File: src/rtl/reset_sequencer_if.sv
// Reset sequencer control/status bundle: lock and software request in,
// per-channel resets, completion flag and last reset cause out.
interface reset_sequencer_if #(
    parameter int NUM_CH = 4
);
    logic              lock_i;
    logic              sw_rst_req_i;
    logic [NUM_CH-1:0] rst_o;
    logic              done_o;
    logic [1:0]        cause_o;

    modport master (
        output lock_i,
        output sw_rst_req_i,
        input  rst_o,
        input  done_o,
        input  cause_o
    );

    modport slave (
        input  lock_i,
        input  sw_rst_req_i,
        output rst_o,
        output done_o,
        output cause_o
    );
endinterface

File: src/rtl/reset_sequencer.sv
// Multi-domain reset sequencer: holds all channels, waits for clock lock,
// then releases channels in index order, GAP_CYCLES apart.
module reset_sequencer #(
    parameter int NUM_CH      = 4,
    parameter int HOLD_CYCLES = 16,
    parameter int GAP_CYCLES  = 4
) (
    input  logic              clk_i,
    input  logic              rst_i,
    reset_sequencer_if.slave  bus
);

    if (NUM_CH < 1) begin : g_bad_num_ch
        $fatal(1, "reset_sequencer: NUM_CH must be >= 1");
    end
    if (HOLD_CYCLES < 1) begin : g_bad_hold
        $fatal(1, "reset_sequencer: HOLD_CYCLES must be >= 1");
    end
    if (GAP_CYCLES < 1) begin : g_bad_gap
        $fatal(1, "reset_sequencer: GAP_CYCLES must be >= 1");
    end

    localparam int MAX_C = (HOLD_CYCLES > GAP_CYCLES) ? HOLD_CYCLES : GAP_CYCLES;
    localparam int CW    = $clog2(MAX_C + 1);
    localparam int IW    = (NUM_CH > 1) ? $clog2(NUM_CH) : 1;

    localparam logic [CW-1:0] HOLD_LAST = CW'(HOLD_CYCLES - 1);
    localparam logic [CW-1:0] GAP_LAST  = CW'(GAP_CYCLES - 1);
    localparam logic [IW-1:0] IDX_LAST  = IW'(NUM_CH - 1);

    localparam logic [1:0] CAUSE_RST  = 2'b00;
    localparam logic [1:0] CAUSE_SW   = 2'b01;
    localparam logic [1:0] CAUSE_LOCK = 2'b10;

    typedef enum logic [1:0] {
        HOLD,
        RELEASE,
        DONE
    } state_e;

    state_e            state_q;
    logic [CW-1:0]     cnt_q;
    logic [IW-1:0]     idx_q;
    logic [NUM_CH-1:0] rst_q;
    logic              done_q;
    logic [1:0]        cause_q;

    logic lock_lost;
    logic reenter;

    // Lock loss only matters once a channel may already be running.
    assign lock_lost = !bus.lock_i && (state_q != HOLD);
    assign reenter   = bus.sw_rst_req_i || lock_lost;

    always_ff @(posedge clk_i) begin
        if (rst_i) begin
            state_q <= HOLD;
            cnt_q   <= '0;
            idx_q   <= '0;
            rst_q   <= '1;
            done_q  <= 1'b0;
            cause_q <= CAUSE_RST;
        end else if (reenter) begin
            state_q <= HOLD;
            cnt_q   <= '0;
            idx_q   <= '0;
            rst_q   <= '1;
            done_q  <= 1'b0;
            cause_q <= bus.sw_rst_req_i ? CAUSE_SW : CAUSE_LOCK;
        end else begin
            unique case (state_q)
                HOLD: begin
                    if (cnt_q == HOLD_LAST && bus.lock_i) begin
                        rst_q[0] <= 1'b0;
                        cnt_q    <= '0;
                        if (NUM_CH == 1) begin
                            state_q <= DONE;
                            done_q  <= 1'b1;
                            idx_q   <= '0;
                        end else begin
                            state_q <= RELEASE;
                            idx_q   <= IW'(1);
                        end
                    end else if (cnt_q != HOLD_LAST) begin
                        cnt_q <= cnt_q + 1'b1;
                    end
                end
                RELEASE: begin
                    if (cnt_q == GAP_LAST) begin
                        rst_q[idx_q] <= 1'b0;
                        cnt_q        <= '0;
                        if (idx_q == IDX_LAST) begin
                            state_q <= DONE;
                            done_q  <= 1'b1;
                        end else begin
                            idx_q <= idx_q + 1'b1;
                        end
                    end else begin
                        cnt_q <= cnt_q + 1'b1;
                    end
                end
                DONE: begin
                    rst_q  <= '0;
                    done_q <= 1'b1;
                end
                default: begin
                    state_q <= HOLD;
                    cnt_q   <= '0;
                    idx_q   <= '0;
                    rst_q   <= '1;
                    done_q  <= 1'b0;
                end
            endcase
        end
    end

    assign bus.rst_o   = rst_q;
    assign bus.done_o  = done_q;
    assign bus.cause_o = cause_q;

endmodule
File: src/flat_wrapper.sv
// flat-port wrapper written by rule: the top's interface ports become plain ports
module reset_sequencer_flat 
#(
    parameter int NUM_CH      = 4,
    parameter int HOLD_CYCLES = 16,
    parameter int GAP_CYCLES  = 4
)
  (clk_i, rst_i, bus_lock_i, bus_sw_rst_req_i, bus_rst_o, bus_done_o, bus_cause_o);
  reset_sequencer_if #(.NUM_CH(NUM_CH)) bus_i ();
  input  logic clk_i;
  input  logic rst_i;
  input wire logic [$bits(bus_i.lock_i)-1:0] bus_lock_i;
  input wire logic [$bits(bus_i.sw_rst_req_i)-1:0] bus_sw_rst_req_i;
  output wire logic [$bits(bus_i.rst_o)-1:0] bus_rst_o;
  output wire logic [$bits(bus_i.done_o)-1:0] bus_done_o;
  output wire logic [$bits(bus_i.cause_o)-1:0] bus_cause_o;
  assign bus_i.lock_i = bus_lock_i;
  assign bus_i.sw_rst_req_i = bus_sw_rst_req_i;
  assign bus_rst_o = bus_i.rst_o;
  assign bus_done_o = bus_i.done_o;
  assign bus_cause_o = bus_i.cause_o;
  reset_sequencer #(.NUM_CH(NUM_CH), .HOLD_CYCLES(HOLD_CYCLES), .GAP_CYCLES(GAP_CYCLES)) u_core (.clk_i(clk_i), .rst_i(rst_i), .bus(bus_i));
endmodule
File: config.mk
export PLATFORM = sky130hd
export DESIGN_NAME = reset_sequencer_flat
export DESIGN_NICKNAME = d
export VERILOG_FILES = /design/src/rtl/reset_sequencer_if.sv /design/src/rtl/reset_sequencer.sv /design/src/flat_wrapper.sv
export SDC_FILE = /design/constraint.sdc
export NUM_CORES = 1
export LEC_CHECK = 0
export ABC_AREA = 1
export CORE_MARGIN = 2
export CORE_UTILIZATION = 45
export DETAILED_ROUTE_END_ITERATION = 8
export PLACE_DENSITY = 0.69
export SLEW_MARGIN = 25
export SYNTH_ARGS = -nofsm -noshare
export SYNTH_HDL_FRONTEND = slang
export SYNTH_SLANG_ARGS = --single-unit
File: constraint.sdc
create_clock -name clk_i -period 1.3 [get_ports clk_i]
set_input_delay 0.26 -clock clk_i [delete_from_list [all_inputs] [get_ports clk_i]]
set_output_delay 0.26 -clock clk_i [all_outputs]
set_load 0.02 [all_outputs]
# Yosys cells after proc, flatten, opt, wreduce, memory -nomap -nowiden
# Cells that the tools add are included.
# totals
ram_bits,0
mem_count,0
elab_cells,61
output_inout_bits,7
latchBits,0
romBits,0
ff_bits,16
# op_classes
shift,0
n_reduce_logical,14
n_addsub,2
order_cmp,2
n_eq_ne,11
mul,0
div,0
n_bitwise,4
mux,21
# ops
operator,n
$mux W5,3
$pmux W5 S3,1
$mux W2,6
$pmux W2 S3,2
$pmux W3 S3,1
$reduce_and A4 Y1,2
$ne A2 B1 Y1 const B,3
$pmux W1 S3,2
$reduce_and A2 Y1,3
$add A5 B1 Y5 const B,1
$eq A5 B2 Y1 const B,1
$eq A5 B4 Y1 const B,1
$ne A5 B4 Y1 const B,1
$and A4 B4 Y4,1
$eq A2 B2 Y1 const B,2
$mux W1,4
$mux W4,1
$not A4 Y4,1
$logic_and A1 B1 Y1,3
$lt A2 B3 Y1 const B,1
$ne A3 B1 Y1 const B,1
$reduce_and A3 Y1,1
$add A2 B1 Y2 const B,1
$demux W1 S2,1
other kinds (9),10

# Longest topological paths before layout
# depth
depth_word,8
depth_mapped,10
ltp_nobuf,10

# Worst setup path after synthesis
# OpenSTA, ideal clock, no wires.
# synth_timing
kind,reg-to-reg
startpoint,register u_core.cnt_q[0]
endpoint,"register u_core.rst_q[0], in the netlist u_core.bus.rst_o[0]"
t_arrival_ns,1.305
synth_period_minus_slack_ns,1.426
path_slack_ns,-0.126
setup_ns,0.121
path_stages_with_launch,10
required_time_ns,1.179
cell_sequence,dfxtp_1 > ha_1 > nand2_1 > nor2_1 > ha_1 > nand2_1 > nand2_1 > nand2_2 > o21ai_0 > nand2_1
# synth_between
elab_chain_len,4
word_cells_on_any_way,6
classes_between,eq/ne (4); reduce/logical (2)
# synth_rtl
item,line_no,rtl
from (decl),reset_sequencer.sv:42,logic [CW-1:0] cnt_q;
from (signal assigned),reset_sequencer.sv:85,cnt_q <= cnt_q + 1'b1;
from (signal assigned),reset_sequencer.sv:99,cnt_q <= cnt_q + 1'b1;
$eq A5 B4 Y1,reset_sequencer.sv:73,if (cnt_q == HOLD_LAST && bus.lock_i) begin
$logic_and A1 B1 Y1,reset_sequencer.sv:73,
$ne A2 B1 Y1 (no line),--,
$reduce_and A2 Y1 (no line) (*),--,
to (signal assigned),reset_sequencer.sv:67,rst_q <= '1;
to (signal assigned),reset_sequencer.sv:74,rst_q[0] <= 1'b0;
"to (signal, indexed assignment)",reset_sequencer.sv:90,rst_q[idx_q] <= 1'b0;
to (decl),reset_sequencer.sv:44,logic [NUM_CH-1:0] rst_q;
# Every way passes the cells marked *; elsewhere a longest branch is shown, timed or not.
# A chain may end at the register's enable or synchronous reset.

# Final worst setup path
# layout_timing
startpoint,register u_core.cnt_q[0]
endpoint,register u_core.cnt_q[4]
# layout_between
elab_chain_len,4
word_cells_on_any_way,11
classes_between,add/sub (1); eq/ne (4); mux (4); reduce/logical (2)
# layout_rtl
item,line_no
$add A5 B1 Y5 or $eq A5 B4 Y1 (tied branches),"reset_sequencer.sv:85, reset_sequencer.sv:99, reset_sequencer.sv:73"
$mux W5 or $logic_and A1 B1 Y1 (tied branches),"reset_sequencer.sv:84, reset_sequencer.sv:73"
$mux W5 or $ne A3 B1 Y1 (tied branches),--
$pmux W5 S3 or $reduce_and A2 Y1 (tied branches),--
# Parallel ways exist; a longest one is shown, timed or not. The select of a mux whose other input is x is not followed.

==> results by group <==
Outcome
  • Status: complete, but fails checks
  • Failing checks: negative setup slack

Cells and area
  • Ratio of cells with drive above 1 in the final layout: 34.4%
  • Final std cells w/o fill: 190
  • Area of the multi-input gates: 676 sq um
  • Area Overhead vs Synth: 50.9%
  • Most common cell after layout, fill and taps aside: nand2_1
  • FILL cells: 159
  • FF/Latch Area: 325 sq um
  • Fin nets: 178
  • Commonest non-fill, non-tap cells in the layout: nand2_1, inv_1, buf_4, dfxtp_1, nor2_1
  • Diodes inserted: 0

GRT
  • Initial antenna violation count: 0
  • Residual overflow from global routing: 0
  • Largest net degree at the start of global routing: 11
  • Global-route wire length before repair: 3590 microns
  • Vias in the first global route: 832
  • Total global-route track usage: 19.5%

Timing
  • Fin Hold WS: 454 ps
  • Unrepaired setup endpoints after global routing: true
  • Setup violators final: 13
  • Max Clk Rate: 694 MHz
  • Slew Limit Headroom: 83.5%
  • Min cycle time layout: 1440 ps
  • Fin Setup TNS: -860 ps
  • Setup ws final: -141 ps
  • Setup Skew: 3.81 ps
  • Fin. max-slew vios: 0
  • Final hold vios: 0
  • Worst Tran Pin Value: 248 ps
  • Fin crit share: 111%

Synthesis
  • Mean Syn Cell Area: 6.85 sq um
  • Post-Syn Instances: 135
  • Synth warnings: 0
  • Synthesis-stage register bit count: 16
  • Synth cell types: 15
  • Share of the synthesized area in the top cell type: 34.6%
  • Register area share after synthesis: 34.6%
  • Mapped cell area: 925 sq um
  • Yosys top cell by area: dfxtp_1
  • Dominant cells by area after synthesis: dfxtp_1, nand2_1, ha_1
  • Syn_nets: 148

Route
  • Drt pass-1 iters: 4
  • Final wirelength: 2560 microns
  • DRC Markers: 0
  • Final ANT Viol Nets: 0
  • Detailed Route Iter0 Violations: 32
  • Vias/cell: 5.17
  • Routed vias: 982
  • Avg WL per Cell: 13.5 microns

Floorplan
  • Die H: 49.3 microns
  • Starting Density: 47.6%
  • Total die area: 2430 sq um
  • I/O pin total: 11
  • Die width: 49.3 microns
  • Core Area: 1940 sq um
  • Site row count: 16

Setup path
  • CP Capture Type: flip-flop
  • Bufs and invs on worst path: 0
  • Crit path cell chain: ha_4 > nand2_4 > nor2_4 > ha_4 > nand3_2 > nand2_4 > nand2_1 > a21oi_1
  • WP data required: 1530 ps
  • Cell count of the worst reg-to-reg path: 8
  • CP peak stage delay: 370 ps
  • Worst setup SP type: flip-flop
  • Setup Crit Path Kind: reg2reg
  • Critical-path top delay cell: dfxtp_2
  • CP delay by family, top: simple AND/OR/NAND/NOR gates
  • Crit path max fanout: 10
  • Worst Path Arrival: 1670 ps
  • Critical path depth: 8

Clock tree
  • Longest Clk Path Bufs: 2
  • CTS tree: yes
  • H-tree levels: 1
  • Clock insertion delay at the later pin of the skew report: 290 ps
  • CTS sink cnt: 16
  • CTS Buf Count: 3
  • Clock Pin Slew Worst Setup and Hold Paths: 90 ps
  • Hold_buf cts: 0
  • Clock root cell: clkbuf_4

Power
  • Leak: 0.578 nW
  • Pwr dens: 610 nW/um^2
  • Max IR drop VDD: 0.461 mV

Placement
  • Gpl congestion: 0.836
  • Port Buffer Count: 10
  • DP HPWL: 1520 microns
  • Placed cells: 183

Hold path
  • Hold Path Depth: 2
  • Worst min-delay path class: reg2reg

Job
  • Max-cap viol count: 0
-- cells by family after synthesis --
logic type      after synthesis  share of synthesized area (%)
compound gates               17                           12.2
fa+ha+maj                     9                           12.2
buf+inv                      27                           11.4
flops                        16                           34.6
simple gates                 66                           29.6
-- power by group --
group	switching (W)	internal, W
Combinational	0.0000400	0.0000395
Sequential	0.00000466	0.000496
Clock	0.000163	0.000108
-- worst min-delay path: cells and delay by family (launching register included) --
family           cells  cell delay (ps)
AND/OR/NAND/NOR      2              100
flip-flops           1              320
-- stage by stage --
stage | total power, W | area [sq um] | util, % | setup slack, ps
after floorplan | 0.000546 | 935 | - | -31.4
after global placement | 0.000581 | 1170 | 60.1 | -188
after detailed placement | 0.000582 | 1170 | 60.1 | -193
after CTS | 0.000853 | 1270 | 65.5 | -102
after global routing | 0.000887 | 1400 | 71.8 | -266
final | 0.000851 | 1400 | 71.8 | -141
-- per-layer routing --
| metal | track usage [%] | up-vias | share of wire [%] | wire length [microns] |
|---|---|---|---|---|
| met2 | 34.0 | 39 | 51 | 1310 |
| met4 | 10.0 | 0 | 3.7 | 96 |
| met1 | 21.7 | 446 | 40 | 1040 |
| li1 | - | 488 | - | - |
| met3 | 4.91 | 9 | 4.6 | 118 |
| met5 | 0 | - | 0 | 0 |
-- final timing paths --
check / end / from / slack [ps]
worst max register to register: u_core.cnt_q[4] / u_core.cnt_q[0] / -140
worst max-delay path: u_core.cnt_q[4] / u_core.cnt_q[0] / -140
worst min-delay path: u_core.bus.rst_o[3] / u_core.bus.rst_o[3] / 450
worst min register to register: u_core.bus.rst_o[3] / u_core.bus.rst_o[3] / 450
-- layout make-up --
| cell class | count | share of cell area, % |
|---|---|---|
| flip-flops and latches | 16 | 23.3 |
| multi-input cells | 93 | 48.4 |
| inverters | 26 | 7.53 |
| repair buffers | 25 | 16.7 |
| well taps | 27 | 2.42 |
| clock buffers | 3 | 1.61 |
-- registers in the layout, summed over array words and instances, names as in the netlist --
| register | count |
|---|---|
| u_core.cnt_q | 5 |
| u_core.bus.rst_o | 4 |
| u_core.bus.cause_o | 2 |
| u_core.idx_q | 2 |
| u_core.state_q | 2 |
| u_core.bus.done_o | 1 |
-- repair_timing --
item,in CTS,in global routing
gates cloned,0,1
setup endpoints to repair,21,14
gates resized for setup,28,24
buffers inserted,1,2
pin swaps,17,12
hold endpoints to repair,0,0
-- synth_stat cells, drive strengths merged --
library cell  count
dfxtp            16
o21ai             4
nand2            40
ha                9
nand4             5
nor2             14
a31oi             1
a21oi            12
nand3             7
inv              26
buf               1
Note: power is estimated with default switching activity, not from simulation.
